==> config.mk <==
export PLATFORM = sky130hd
export DESIGN_NAME = noc_flit_injector
export DESIGN_NICKNAME = d
export VERILOG_FILES = /design/src/rtl/noc_flit_pkg.sv /design/src/rtl/noc_credit_tracker.sv /design/src/rtl/noc_flit_injector.sv
export SDC_FILE = /design/constraint.sdc
export NUM_CORES = 1
export LEC_CHECK = 0
export ABC_AREA = 0
export CAP_MARGIN = 10
export CORE_MARGIN = 2
export CORE_UTILIZATION = 50
export DETAILED_ROUTE_END_ITERATION = 10
export PLACE_DENSITY = 0.82
export SLEW_MARGIN = 20
export SYNTH_ARGS = -nofsm -noshare
export SYNTH_HDL_FRONTEND = slang
export SYNTH_SLANG_ARGS = --single-unit
==> constraint.sdc <==
create_clock -name clk -period 6.11 [get_ports clk]
set_input_delay 1.222 -clock clk [delete_from_list [all_inputs] [get_ports clk]]
set_output_delay 1.222 -clock clk [all_outputs]
set_load 0.05 [all_outputs]
==> src/rtl/noc_flit_pkg.sv <==
// Shared field layout for the router flit channel and the credit-return channel,
// plus helpers that assemble flits and head-flit headers.
package noc_flit_pkg;

   localparam int unsigned NUM_VCS     = 4;
   localparam int unsigned VC_IDX_W    = 2;
   localparam int unsigned FLIT_DATA_W = 32;
   localparam int unsigned ADDR_W      = 4;
   localparam int unsigned LEN_W       = 4;
   localparam int unsigned CHAN_W      = 38;
   localparam int unsigned FC_W        = 3;

   localparam int unsigned CH_VALID    = 0;
   localparam int unsigned CH_VC_LSB   = 1;
   localparam int unsigned CH_HEAD     = 3;
   localparam int unsigned CH_TAIL     = 4;
   localparam int unsigned CH_DATA_LSB = 6;

   localparam int unsigned FC_VALID  = 0;
   localparam int unsigned FC_VC_LSB = 1;

   localparam int unsigned HDR_DEST_LSB = 0;
   localparam int unsigned HDR_SRC_LSB  = 4;
   localparam int unsigned HDR_LEN_LSB  = 8;

   typedef enum logic [1:0] {
      StIdle,
      StVcSel,
      StBody
   } state_e;

   function automatic logic [CHAN_W-1:0] make_flit(input logic [VC_IDX_W-1:0]    vc,
                                                  input logic                    head,
                                                  input logic                    tail,
                                                  input logic [FLIT_DATA_W-1:0] payload);
      logic [CHAN_W-1:0] f;
      f                                = '0;
      f[CH_VALID]                      = 1'b1;
      f[CH_VC_LSB +: VC_IDX_W]         = vc;
      f[CH_HEAD]                       = head;
      f[CH_TAIL]                       = tail;
      f[CH_DATA_LSB +: FLIT_DATA_W]    = payload;
      return f;
   endfunction

   function automatic logic [FLIT_DATA_W-1:0] make_header(input logic [ADDR_W-1:0] dest,
                                                         input logic [ADDR_W-1:0] src,
                                                         input logic [LEN_W-1:0]  len_m1);
      logic [FLIT_DATA_W-1:0] h;
      h                            = '0;
      h[HDR_DEST_LSB +: ADDR_W]    = dest;
      h[HDR_SRC_LSB +: ADDR_W]     = src;
      h[HDR_LEN_LSB +: LEN_W]      = len_m1;
      return h;
   endfunction

endpackage

==> src/rtl/noc_credit_tracker.sv <==
// Per-VC credit counters: decrement on each launched flit, increment on each
// credit return, saturate at BUF_DEPTH and raise a sticky overflow flag.
module noc_credit_tracker
   import noc_flit_pkg::*;
#(
   parameter int unsigned BUF_DEPTH = 8
) (
   input  logic                clk,
   input  logic                reset,
   input  logic                send,
   input  logic [VC_IDX_W-1:0] send_vc,
   input  logic                ret_valid,
   input  logic [VC_IDX_W-1:0] ret_vc,
   output logic [NUM_VCS-1:0]  nonzero,
   output logic                overflow
);

   localparam int unsigned CNT_W = $clog2(BUF_DEPTH + 1);

   logic [CNT_W-1:0] cnt_q [NUM_VCS];
   logic [CNT_W-1:0] cnt_d [NUM_VCS];
   logic [CNT_W:0]   sum   [NUM_VCS];
   logic             overflow_q, overflow_d;

   always_comb begin
      overflow_d = overflow_q;
      for (int v = 0; v < NUM_VCS; v++) begin
         // One extra bit so a return onto a full counter is visible before saturation.
         sum[v] = {1'b0, cnt_q[v]}
                + (CNT_W+1)'(ret_valid && (ret_vc == VC_IDX_W'(v)))
                - (CNT_W+1)'(send && (send_vc == VC_IDX_W'(v)));
         if (sum[v] > (CNT_W+1)'(BUF_DEPTH)) begin
            cnt_d[v]   = CNT_W'(BUF_DEPTH);
            overflow_d = 1'b1;
         end else begin
            cnt_d[v] = sum[v][CNT_W-1:0];
         end
         nonzero[v] = (cnt_q[v] != '0);
      end
   end

   always_ff @(posedge clk) begin
      if (reset) begin
         for (int v = 0; v < NUM_VCS; v++) begin
            cnt_q[v] <= CNT_W'(BUF_DEPTH);
         end
         overflow_q <= 1'b0;
      end else begin
         for (int v = 0; v < NUM_VCS; v++) begin
            cnt_q[v] <= cnt_d[v];
         end
         overflow_q <= overflow_d;
      end
   end

   assign overflow = overflow_q;

endmodule

==> src/rtl/noc_flit_injector.sv <==
// Host-side injector for one router terminal port: turns a descriptor plus a payload
// word stream into head/body/tail flits on a credit-managed virtual channel.
module noc_flit_injector
   import noc_flit_pkg::*;
#(
   parameter int unsigned BUF_DEPTH = 8
) (
   input  logic                   clk,
   input  logic                   reset,
   input  logic [ADDR_W-1:0]      router_address,
   input  logic                   pkt_valid,
   output logic                   pkt_ready,
   input  logic [ADDR_W-1:0]      pkt_dest,
   input  logic [LEN_W-1:0]       pkt_len_m1,
   input  logic                   data_valid,
   output logic                   data_ready,
   input  logic [FLIT_DATA_W-1:0] data,
   output logic [CHAN_W-1:0]      channel_out,
   input  logic [FC_W-1:0]        flow_ctrl_in,
   output logic                   error
);

   state_e              state_q, state_d;
   logic [ADDR_W-1:0]   dest_q, dest_d;
   logic [LEN_W-1:0]    len_q, len_d;
   logic [LEN_W-1:0]    word_q, word_d;
   logic [VC_IDX_W-1:0] vc_q, vc_d;
   logic [VC_IDX_W-1:0] rr_q, rr_d;
   logic [CHAN_W-1:0]   chan_q, chan_d;
   logic                pkt_ready_q, pkt_ready_d;

   logic [NUM_VCS-1:0]  credit_ok;
   logic                send;
   logic [VC_IDX_W-1:0] send_vc;
   logic                sel_found;
   logic [VC_IDX_W-1:0] sel_vc;
   logic [VC_IDX_W-1:0] cand;

   noc_credit_tracker #(
      .BUF_DEPTH (BUF_DEPTH)
   ) u_credit_tracker (
      .clk       (clk),
      .reset     (reset),
      .send      (send),
      .send_vc   (send_vc),
      .ret_valid (flow_ctrl_in[FC_VALID]),
      .ret_vc    (flow_ctrl_in[FC_VC_LSB +: VC_IDX_W]),
      .nonzero   (credit_ok),
      .overflow  (error)
   );

   // Scan from the farthest offset down so the VC nearest the RR pointer wins.
   always_comb begin
      sel_found = 1'b0;
      sel_vc    = rr_q;
      cand      = rr_q;
      for (int i = NUM_VCS - 1; i >= 0; i--) begin
         cand = rr_q + VC_IDX_W'(i);
         if (credit_ok[cand]) begin
            sel_found = 1'b1;
            sel_vc    = cand;
         end
      end
   end

   assign data_ready = (state_q == StBody) && credit_ok[vc_q];

   always_comb begin
      state_d = state_q;
      dest_d  = dest_q;
      len_d   = len_q;
      word_d  = word_q;
      vc_d    = vc_q;
      rr_d    = rr_q;
      chan_d  = '0;
      send    = 1'b0;
      send_vc = vc_q;
      unique case (state_q)
         StIdle: begin
            if (pkt_valid && pkt_ready_q) begin
               dest_d  = pkt_dest;
               len_d   = pkt_len_m1;
               word_d  = '0;
               state_d = StVcSel;
            end
         end
         StVcSel: begin
            if (sel_found) begin
               vc_d    = sel_vc;
               send    = 1'b1;
               send_vc = sel_vc;
               chan_d  = make_flit(sel_vc, 1'b1, 1'b0,
                                   make_header(dest_q, router_address, len_q));
               rr_d    = sel_vc + 1'b1;
               state_d = StBody;
            end
         end
         StBody: begin
            if (data_valid && data_ready) begin
               send   = 1'b1;
               chan_d = make_flit(vc_q, 1'b0, word_q == len_q, data);
               word_d = word_q + 1'b1;
               if (word_q == len_q) begin
                  state_d = StIdle;
               end
            end
         end
         default: state_d = StIdle;
      endcase
      // Registered from the next state so ready stays low in the first cycle after reset.
      pkt_ready_d = (state_d == StIdle);
   end

   always_ff @(posedge clk) begin
      if (reset) begin
         state_q     <= StIdle;
         dest_q      <= '0;
         len_q       <= '0;
         word_q      <= '0;
         vc_q        <= '0;
         rr_q        <= '0;
         chan_q      <= '0;
         pkt_ready_q <= 1'b0;
      end else begin
         state_q     <= state_d;
         dest_q      <= dest_d;
         len_q       <= len_d;
         word_q      <= word_d;
         vc_q        <= vc_d;
         rr_q        <= rr_d;
         chan_q      <= chan_d;
         pkt_ready_q <= pkt_ready_d;
      end
   end

   assign channel_out = chan_q;
   assign pkt_ready   = pkt_ready_q;

endmodule

==> results of run 1 <==
layout make-up:
cell class | count | area share (%)
inverter | 34 | 2.72
multi-input combinational | 264 | 39.3
timing repair buffer | 91 | 19.3
clock buffer | 10 | 2.93
clock inverter | 6 | 2.40
sequential | 73 | 31.1
tap | 80 | 2.13
cell usage in the layout, fill, tap and decap left out, types with 2 or more instances in the layout:
cell | Yosys | final
nor2b_1 | 4 | 4
inv_6 | 0 | 2
and4_1 | 2 | 2
nor3_1 | 6 | 6
xor2_1 | 7 | 7
inv_1 | 34 | 34
a221oi_1 | 2 | 2
a21o_1 | 4 | 4
bufinv_16 | 0 | 3
and3_1 | 3 | 3
a21oi_1 | 28 | 28
nor2_1 | 22 | 22
clkbuf_8 | 0 | 10
nand3_1 | 11 | 11
nand2_1 | 38 | 38
o22ai_1 | 2 | 2
a22oi_1 | 4 | 4
ha_1 | 29 | 29
o21ai_0 | 10 | 10
dfxtp_1 | 73 | 73
nor4b_1 | 2 | 2
a211oi_1 | 4 | 4
and2_1 | 27 | 27
xnor2_1 | 10 | 10
nand2b_1 | 5 | 5
nand4_1 | 2 | 2
clkdlybuf4s50_1 | 0 | 90
o21bai_1 | 4 | 4
a22o_1 | 12 | 12
fa_1 | 4 | 4
nor3b_2 | 3 | 3
mux2_2 | 2 | 2
logic make-up after synthesis:
kind of cell / after synthesis / synth area share (%)
fa+ha+maj: 33 / 12.7
xor+xnor: 17 / 4.27
flops: 73 / 41.9
other cells: 1 / 0.108
simple gates: 131 / 19.9
compound gates: 79 / 15.1
buf+inv: 45 / 5.16
mux: 3 / 0.933
Yosys cell counts, drive strengths merged (3+ instances only):
master | count | area (um2)
and3 | 3 | 18.8
nor2 | 22 | 82.6
nor3 | 6 | 30.0
o21ai | 10 | 50.1
xor2 | 7 | 61.3
clkbuf | 6 | 22.5
nor2b | 4 | 25.0
o21bai | 4 | 30.0
nand2b | 5 | 31.3
a21o | 4 | 30.0
a211oi | 4 | 30.0
and2 | 27 | 169
fa | 4 | 80.1
dfxtp | 73 | 1460
buf | 5 | 30.0
a22oi | 4 | 30.0
nand3 | 11 | 55.1
nor3b | 5 | 63.8
ha | 29 | 363
inv | 34 | 128
a21oi | 28 | 140
a22o | 12 | 105
xnor2 | 10 | 87.6
nand2 | 38 | 143
stage by stage:
stage                     instance area [um2]  instances  setup WS, ps  total power, mW  utilization (%)
after global routing                     4690        558          1360             1.61             69.5
after global placement                   4440        542          1420             1.05             65.8
after floorplan                          3490        382          2100            0.923                -
final                                    4690        558          1620             1.52             69.5
after detailed placement                 4440        542          1310             1.06             65.8
after CTS                                4690        558          1660             1.53             69.5
final timing paths:
kind | startpoint | cells past startpoint | to | slack (ps)
worst min-delay path | dest_q[3]$_SDFFE_PP0P_ | 1 | channel_out[9]$_SDFF_PP0_ | 470
worst max register to register | u_credit_tracker.cnt_q[2][3]$_SDFF_PP1_ | 18 | u_credit_tracker.cnt_q[1][0]$_SDFF_PP0_ | 1840
worst min register to register | dest_q[3]$_SDFFE_PP0P_ | 1 | channel_out[9]$_SDFF_PP0_ | 470
worst max-delay path | data_valid | 16 | u_credit_tracker.cnt_q[1][0]$_SDFF_PP0_ | 1620
metal layers:
metal  wire [um]  up-vias  track usage (%)
li1            -     1483                -
met1        3410     1358             25.5
met2        3940      103             36.4
met3         522       10             5.12
met4         114        0             9.79
met5           0        -                0
worst max-delay path, cell delays in order:
cell and delay, ps:
clkdlybuf4s50_1 480, nand2_1 50, a2111o_1 400, nand2_1 170, o21ai_0 140, a211oi_1 250
ha_1 260, inv_1 60, ha_1 180, inv_1 70, fa_1 470, nor2b_1 180
a221oi_1 290, o21bai_1 110, and4_1 220, and3_1 180
flip-flops by register name, summed over array words and instances, names as in the netlist:
| register | flops |
|---|---|
| pkt_ready | 1 |
| state_q | 2 |
| word_q | 4 |
| rr_q | 2 |
| u_credit_tracker.cnt_q | 16 |
| channel_out | 37 |
| u_credit_tracker.overflow | 1 |
| vc_q | 2 |
| len_q | 4 |
| dest_q | 4 |
power groups by stage:
stage	registers, mW	clock network [mW]	logic, mW
after floorplan	0.597	0	0.326
after global placement	0.567	0	0.479
after detailed placement	0.569	0	0.490
after CTS	0.558	0.474	0.498
after global routing	0.565	0.491	0.555
final	0.559	0.465	0.499
==> reports/qor.yml, run 1 <==
pwr:
  swShare_pct: 33.4
  p_seq_share_pct: 36.7
  power_leakage_nw: 1.90
  internal-power_mw: 1.01
  p_per_area_nw_per_um2: 324
  p_sw_mw: 0.509
  combPwrFrac_pct: 32.7
  pwr-share-clk_pct: 30.5
  ir_drop_uv: 139
worst_hold_path:
  hp-class: "reg -> reg"
clocking:
  post_cts_buffers: 0
  ctsHoldBuffers: 0
  cts.sinks: 73
  clk_path_buf_depth: 2
  cts_buffers: 9
  htree_levels: 3
  cts_tree: "done"
  cts.reportedPaths.clkPinSlew_ps: 80
  insertion_delay_ps: 340
  post_cts_resized: 0
  clockRootBuffer: "clkbuf_8"
die:
  die_y_um: 87.5
  io_pins: 92
  design.die.area_um2: 7660
  core_um2: 6760
  initial_core_util_pct: 51.6
  rows: 30
  die-width_um: 87.5
yosys:
  yosysWarnings: 0
  synthDistinctLibCells: 48
  synthCells: 382
  ys_seq_area_share_pct: 41.9
  async_flop_share_pct: 0
  ys_dominant_reg_cell: "dfxtp_1"
  syn_avg_cell_area_um2: 9.13
  ys_ff_latch: 73
  synth_area_um2: 3490
  synth_edf_count: 0
  synth_nets: 466
placed_design:
  hpwlAfterDp_mm: 6.10
  port_buffers: 90
  gp_congestion: 0.966
grt:
  gr-usage-all-layers_pct: 21.4
  grt_max_degree: 27
  grt_first_pass_wirelength_mm: 12.8
  grt_pass1_vias: 2872
  antenna_found_initial: 0
  overflow: 0
sta:
  fin_crit_sh_pct: 73.6
  finalHoldViolCount: 0
  whs_ps: 468
  fmax_ghz: 0.223
  period_needed_ps: 4490
  final_max_slew_viol_count: 0
  fin_worst_skew_ps: 11.6
  tightestPinTransition_ps: 913
  rsz0062_at_grt: "no"
  setup_viol: 0
  slew_headroom_pct: 38.9
  finalSetupTns_ps: 0
flow_run:
  maxCapViolations: 0
worst_setup_path:
  path_max_fanout: 5
  end_kind: "flip-flop"
  arrival_ps: 4730
  criticalPathCategory: "in -> reg"
  startpoint_type: "input pin"
  worstPathRequired_ps: 6350
routing:
  dr_total_vias: 2954
  routedWlPerCell_um: 14.3
  ant_nets: 0
  drc: 0
  wl_mm: 7.99
  viasPerCell: 5.29
  first_pass_iters: 4
  drt_iter0_markers: 112
cells_and_area:
  ff_latch_area_um2: 1460
  diodes: 0
  n_fill_cell: 496
  multi_input_area_um2: 1850
  drive_above_1_share_pct: 5.02
  final_nets: 557
  synthToLayoutAreaGrowth_pct: 34.6
run_status:
  status: "complete, no violations"
(Power assumes the default switching activity.)
==> inputs of run 2 (changes only) <==
--- a/config.mk
+++ b/config.mk
@@ -8,9 +8,9 @@
 export ABC_AREA = 0
 export CAP_MARGIN = 10
 export CORE_MARGIN = 2
-export CORE_UTILIZATION = 50
+export CORE_UTILIZATION = 44
 export DETAILED_ROUTE_END_ITERATION = 10
-export PLACE_DENSITY = 0.82
+export PLACE_DENSITY = 0.76
 export SLEW_MARGIN = 20
 export SYNTH_ARGS = -nofsm -noshare
 export SYNTH_HDL_FRONTEND = slang
==> constraint.sdc (replaced) <==
create_clock -name clk -period 4.1 [get_ports clk]
set_input_delay 0.82 -clock clk [delete_from_list [all_inputs] [get_ports clk]]
set_output_delay 0.82 -clock clk [all_outputs]
set_load 0.05 [all_outputs]
==> run 2 against run 1 <==
- non-clock buffer count grew 17
- critical endpoint is now u_credit_tracker.cnt_q[2][0]$_SDFF_PP0_
- critical path depth down 1
- clock skew is 0.60 ps higher
- critical path type unchanged
- global-route usage fell by 2.0 points
- largest power group unchanged
- flip-flop and latch count is the same
==> reports/qor.yml, run 2 (same netlist as run 1, synthesis figures left out) <==
routing:
  wl_mm: 8.35
  viasPerCell: 5.08
  routedWlPerCell_um: 14.0
  first_pass_iters: 4
  dr_total_vias: 3031
  drc: 0
  ant_nets: 0
  drt_iter0_markers: 141
die:
  die-width_um: 93.0
  rows: 32
  die_y_um: 93.0
  io_pins: 92
  initial_core_util_pct: 45.4
  core_um2: 7690
  design.die.area_um2: 8660
cells_and_area:
  diodes: 0
  final_cell_mix: "90 x clkdlybuf4s50_1, 73 x dfxtp_1, 37 x nand2_1"
  largest_reg_flops: 37
  n_fill_cell: 654
  final_common_cell: "clkdlybuf4s50_1"
  synthToLayoutAreaGrowth_pct: 39.8
  ff_latch_area_um2: 1460
  final_cells: 597
  multi_input_area_um2: 1930
  final_nets: 574
  drive_above_1_share_pct: 11.1
  final_util_pct: 63.4
grt:
  grt_pass1_vias: 2917
  overflow: 0
  antenna_found_initial: 0
  gr-usage-all-layers_pct: 19.4
  grt_max_degree: 32
  grt_first_pass_wirelength_mm: 13.4
pwr:
  p_per_area_nw_per_um2: 455
  internal-power_mw: 1.42
  power_leakage_nw: 1.96
  p_sw_mw: 0.801
  combPwrFrac_pct: 36.7
  pwr-share-clk_pct: 25.6
  swShare_pct: 36.1
  p_seq_share_pct: 37.7
  ir_drop_uv: 257
  power_mw: 2.22
sta:
  slew_headroom_pct: 41.9
  finalHoldViolCount: 0
  fin_crit_sh_pct: 95.9
  setup_viol: 0
  fmax_ghz: 0.254
  fin_worst_skew_ps: 12.2
  tightestPinTransition_ps: 868
  final_max_slew_viol_count: 0
  period_needed_ps: 3930
worst_setup_path:
  crit_start: "data_valid"
  slowest_stage: "clkdlybuf4s50_1"
  max_stage_delay_ps: 470
  end_kind: "flip-flop"
  cp_cell_sequence: "clkdlybuf4s50_1, nand2_1, a2111o_1, mux2_2, nor3_2, ha_1, inv_1, ha_1, inv_1, fa_1, nor2b_1, a221oi_1, o21bai_1, and4_1, and3_1"
  worstPathRequired_ps: 4340
  r2r-start: "u_credit_tracker.cnt_q[1][3]$_SDFF_PP1_"
  arrival_ps: 4170
  path_max_fanout: 4
  criticalPathCategory: "in -> reg"
  startpoint_type: "input pin"
placed_design:
  dp_cells: 573
  port_buffers: 90
  gp_congestion: 0.884
  hpwlAfterDp_mm: 6.16
clocking:
  cts_tree: "done"
  insertion_delay_ps: 350
  clockRootBuffer: "clkbuf_8"
  cts.sinks: 73
  cts.reportedPaths.clkPinSlew_ps: 80
  clk_path_buf_depth: 2
  cts_buffers: 9
  htree_levels: 3
  ctsHoldBuffers: 0
worst_hold_path:
  hp-class: "reg -> reg"
  min_from: "dest_q[0]$_SDFFE_PP0P_"
run_status:
  status: "complete, no violations"
flow_run:
  maxCapViolations: 0
## run 2: cell types whose count changed in the layout (fill, tap and decap cells not counted), moves of 2 or more
cell        change
a211oi_1        -2
a211oi_2        +2
buf_4          +17
bufinv_16       -2
clkinvlp_4      +2
ha_1            -2
ha_2            +2
nor3b_2         -3
nor3b_4         +3
## run 2: cell type report
type	count	share of cell area, %
repair buffers	108	21.2
clock inverters	6	1.39
flip-flops and latches	73	30.0
clock buffers	10	2.62
well taps	102	2.62
multi-input cells	264	39.6
inverters	34	2.62
## run 2: per-stage QoR
step / hold WS, ps / setup TNS, ps / cell area [um2] / setup WS, ps
floorplan: 436 / 0 / 3490 / 409
global placement: 444 / -435 / 4540 / -98.2
detailed placement: 449 / -1510 / 4540 / -228
CTS: 464 / 0 / 4760 / 10.1
global route: 478 / -428 / 4880 / -75.3
finish: 462 / 0 / 4880 / 169
## run 2: timing repair
action,4_1_cts,5_1_grt
endpoints found under the hold margin,0,0
buffers inserted,2,6
setup endpoints to repair,4,17
resized for setup,2,17
pin swaps,0,4
## run 2: path summary, 6_finish.rpt
check	end	slack (ps)	cells after the start
worst min-delay path	dest_q[0]$_SDFFE_PP0P_	460	2
worst max-delay path	u_credit_tracker.cnt_q[2][0]$_SDFF_PP0_	170	15
worst max register to register	u_credit_tracker.cnt_q[2][0]$_SDFF_PP0_	170	19
worst min register to register	dest_q[0]$_SDFFE_PP0P_	460	2
## run 2: power by group through the flow
stage	clock, mW	combinational [mW]	sequential [mW]
floorplan	0	0.485	0.890
global placement	0	0.740	0.847
detailed placement	0	0.761	0.849
CTS	0.576	0.772	0.833
global route	0.603	0.903	0.845
finish	0.567	0.814	0.836
## run 2: per-layer routing
| metal | vias up | GRT usage (%) | wire [um] |
|---|---|---|---|
| met5 | - | 0 | 0 |
| met4 | 0 | 6.62 | 100 |
| met3 | 9 | 3.22 | 505 |
| met2 | 100 | 33.4 | 3990 |
| met1 | 1408 | 24.6 | 3750 |
| li1 | 1514 | - | - |
## run 2: worst max-delay path, delay by kind of cell
family,cells,cell delay [ps]
mux,1,310
simple gates,5,770
buf+inv,3,590
fa+ha+maj,3,870
compound gates,3,800
==> inputs of run 3 (changes only) <==
--- a/config.mk
+++ b/config.mk
@@ -6,7 +6,7 @@
 export NUM_CORES = 1
 export LEC_CHECK = 0
 export ABC_AREA = 0
-export CAP_MARGIN = 10
+export CAP_MARGIN = 40
 export CORE_MARGIN = 2
 export CORE_UTILIZATION = 44
 export DETAILED_ROUTE_END_ITERATION = 10
==> run 3 against run 2 <==
- global-route usage is the same
- worst hold slack is essentially flat
- combinational power about the same
- non-clock buffer count is 1 higher
- highest routed layer unchanged
==> reports/qor.yml, run 3 (same netlist as run 1, synthesis figures left out) <==
run_status:
  status: "complete, no violations"
clocking:
  cts.sinks: 73
  cts.reportedPaths.clkPinSlew_ps: 80
  insertion_delay_ps: 340
  clk_path_buf_depth: 2
  cts_buffers: 9
  cts_tree: "done"
  htree_levels: 3
  ctsHoldBuffers: 0
  clockRootBuffer: "clkbuf_8"
grt:
  overflow: 0
  grt_pass1_vias: 2917
  grt_first_pass_wirelength_mm: 13.4
  antenna_found_initial: 0
  gr-usage-all-layers_pct: 19.4
  grt_max_degree: 32
worst_setup_path:
  worstPathRequired_ps: 4340
  criticalPathCategory: "in -> reg"
  startpoint_type: "input pin"
  arrival_ps: 4170
  end_kind: "flip-flop"
  path_max_fanout: 4
die:
  die_y_um: 93.0
  die-width_um: 93.0
  io_pins: 92
  design.die.area_um2: 8660
  rows: 32
  core_um2: 7690
  initial_core_util_pct: 45.4
sta:
  finalHoldViolCount: 0
  slew_headroom_pct: 61.2
  period_needed_ps: 3930
  fin_crit_sh_pct: 95.9
  final_max_slew_viol_count: 0
  setup_viol: 0
  tightestPinTransition_ps: 579
  fmax_ghz: 0.254
  whs_ps: 462
  fin_worst_skew_ps: 11.3
cells_and_area:
  final_nets: 575
  drive_above_1_share_pct: 11.3
  synthToLayoutAreaGrowth_pct: 40.0
  final_cells: 598
  final_util_pct: 63.5
  final_common_cell: "clkdlybuf4s50_1"
  largest_reg_flops: 37
  diodes: 0
  final_cell_mix: "90 x clkdlybuf4s50_1, 73 x dfxtp_1, 37 x nand2_1"
routing:
  viasPerCell: 5.08
  drc: 0
  wirelength_met1_mm: 3.68
  routedWlPerCell_um: 13.9
  met2_length_mm: 3.96
  drt_iter0_markers: 150
  first_pass_iters: 5
  wl_met3_um: 563
  wl_mm: 8.31
  dr_total_vias: 3040
  ant_nets: 0
  top_layer_used: "met4"
placed_design:
  gp_congestion: 0.884
  dp_cells: 573
  hpwlAfterDp_mm: 6.16
  port_buffers: 90
pwr:
  power_leakage_nw: 1.96
  p_per_area_nw_per_um2: 454
  ir_drop_uv: 257
  power_mw: 2.22
worst_hold_path:
  hp-class: "reg -> reg"
flow_run:
  maxCapViolations: 0
run 3: changes by cell type in the layout (fill, tap and decap cells not counted):
cell	delta
buf_4	+1
run 3: critical path: stages:
cell,delay (ps)
clkdlybuf4s50_1,470
nand2_1,60
a2111o_1,400
mux2_2,310
nor3_2,140
ha_1,250
inv_1,60
ha_1,170
inv_1,60
fa_1,450
nor2b_1,160
a221oi_1,290
o21bai_1,110
and4_1,230
and3_1,180
run 3: what timing repair did:
action,CTS,global route
resized for setup,2,17
pin swaps,0,4
gates cloned,0,0
endpoints found under the setup margin,4,17
buffers inserted,2,6
run 3: worst paths after layout:
path / from / end / slack [ps] / cells after the start
max reg2reg: u_credit_tracker.cnt_q[1][3]$_SDFF_PP1_ / u_credit_tracker.cnt_q[2][0]$_SDFF_PP0_ / 180 / 19
max: data_valid / u_credit_tracker.cnt_q[2][0]$_SDFF_PP0_ / 170 / 15
min: dest_q[0]$_SDFFE_PP0P_ / dest_q[0]$_SDFFE_PP0P_ / 460 / 2
min reg2reg: dest_q[0]$_SDFFE_PP0P_ / dest_q[0]$_SDFFE_PP0P_ / 460 / 2
run 3: where the power goes:
part	total, mW	switching, mW	internal, mW
clock	0.566	0.283	0.283
combinational	0.814	0.456	0.358
sequential	0.835	0.0595	0.776
total	2.22	0.798	1.42
run 3: cell type report:
cell class / count / area, um2
clock buffers: 10 / 128
fillers: 653 / 2800
inverters: 34 / 128
clock inverters: 6 / 67.6
well taps: 102 / 128
repair buffers: 109 / 1040
multi-input cells: 264 / 1930
flip-flops and latches: 73 / 1460
run 3: per-layer routing:
layer	track usage (%)	vias up
li1	-	1517
met1	24.6	1396
met2	33.4	116
met3	3.22	11
met4	6.62	0
met5	0	-
run 3: stage by stage:
stage               TNS, ps  area [um2]  worst slack [ps]
finish                    0        4880               169
global route           -428        4880             -75.3
CTS                       0        4760              10.1
detailed placement    -1510        4540              -228
global placement       -435        4540             -98.2
floorplan                 0        3490               409
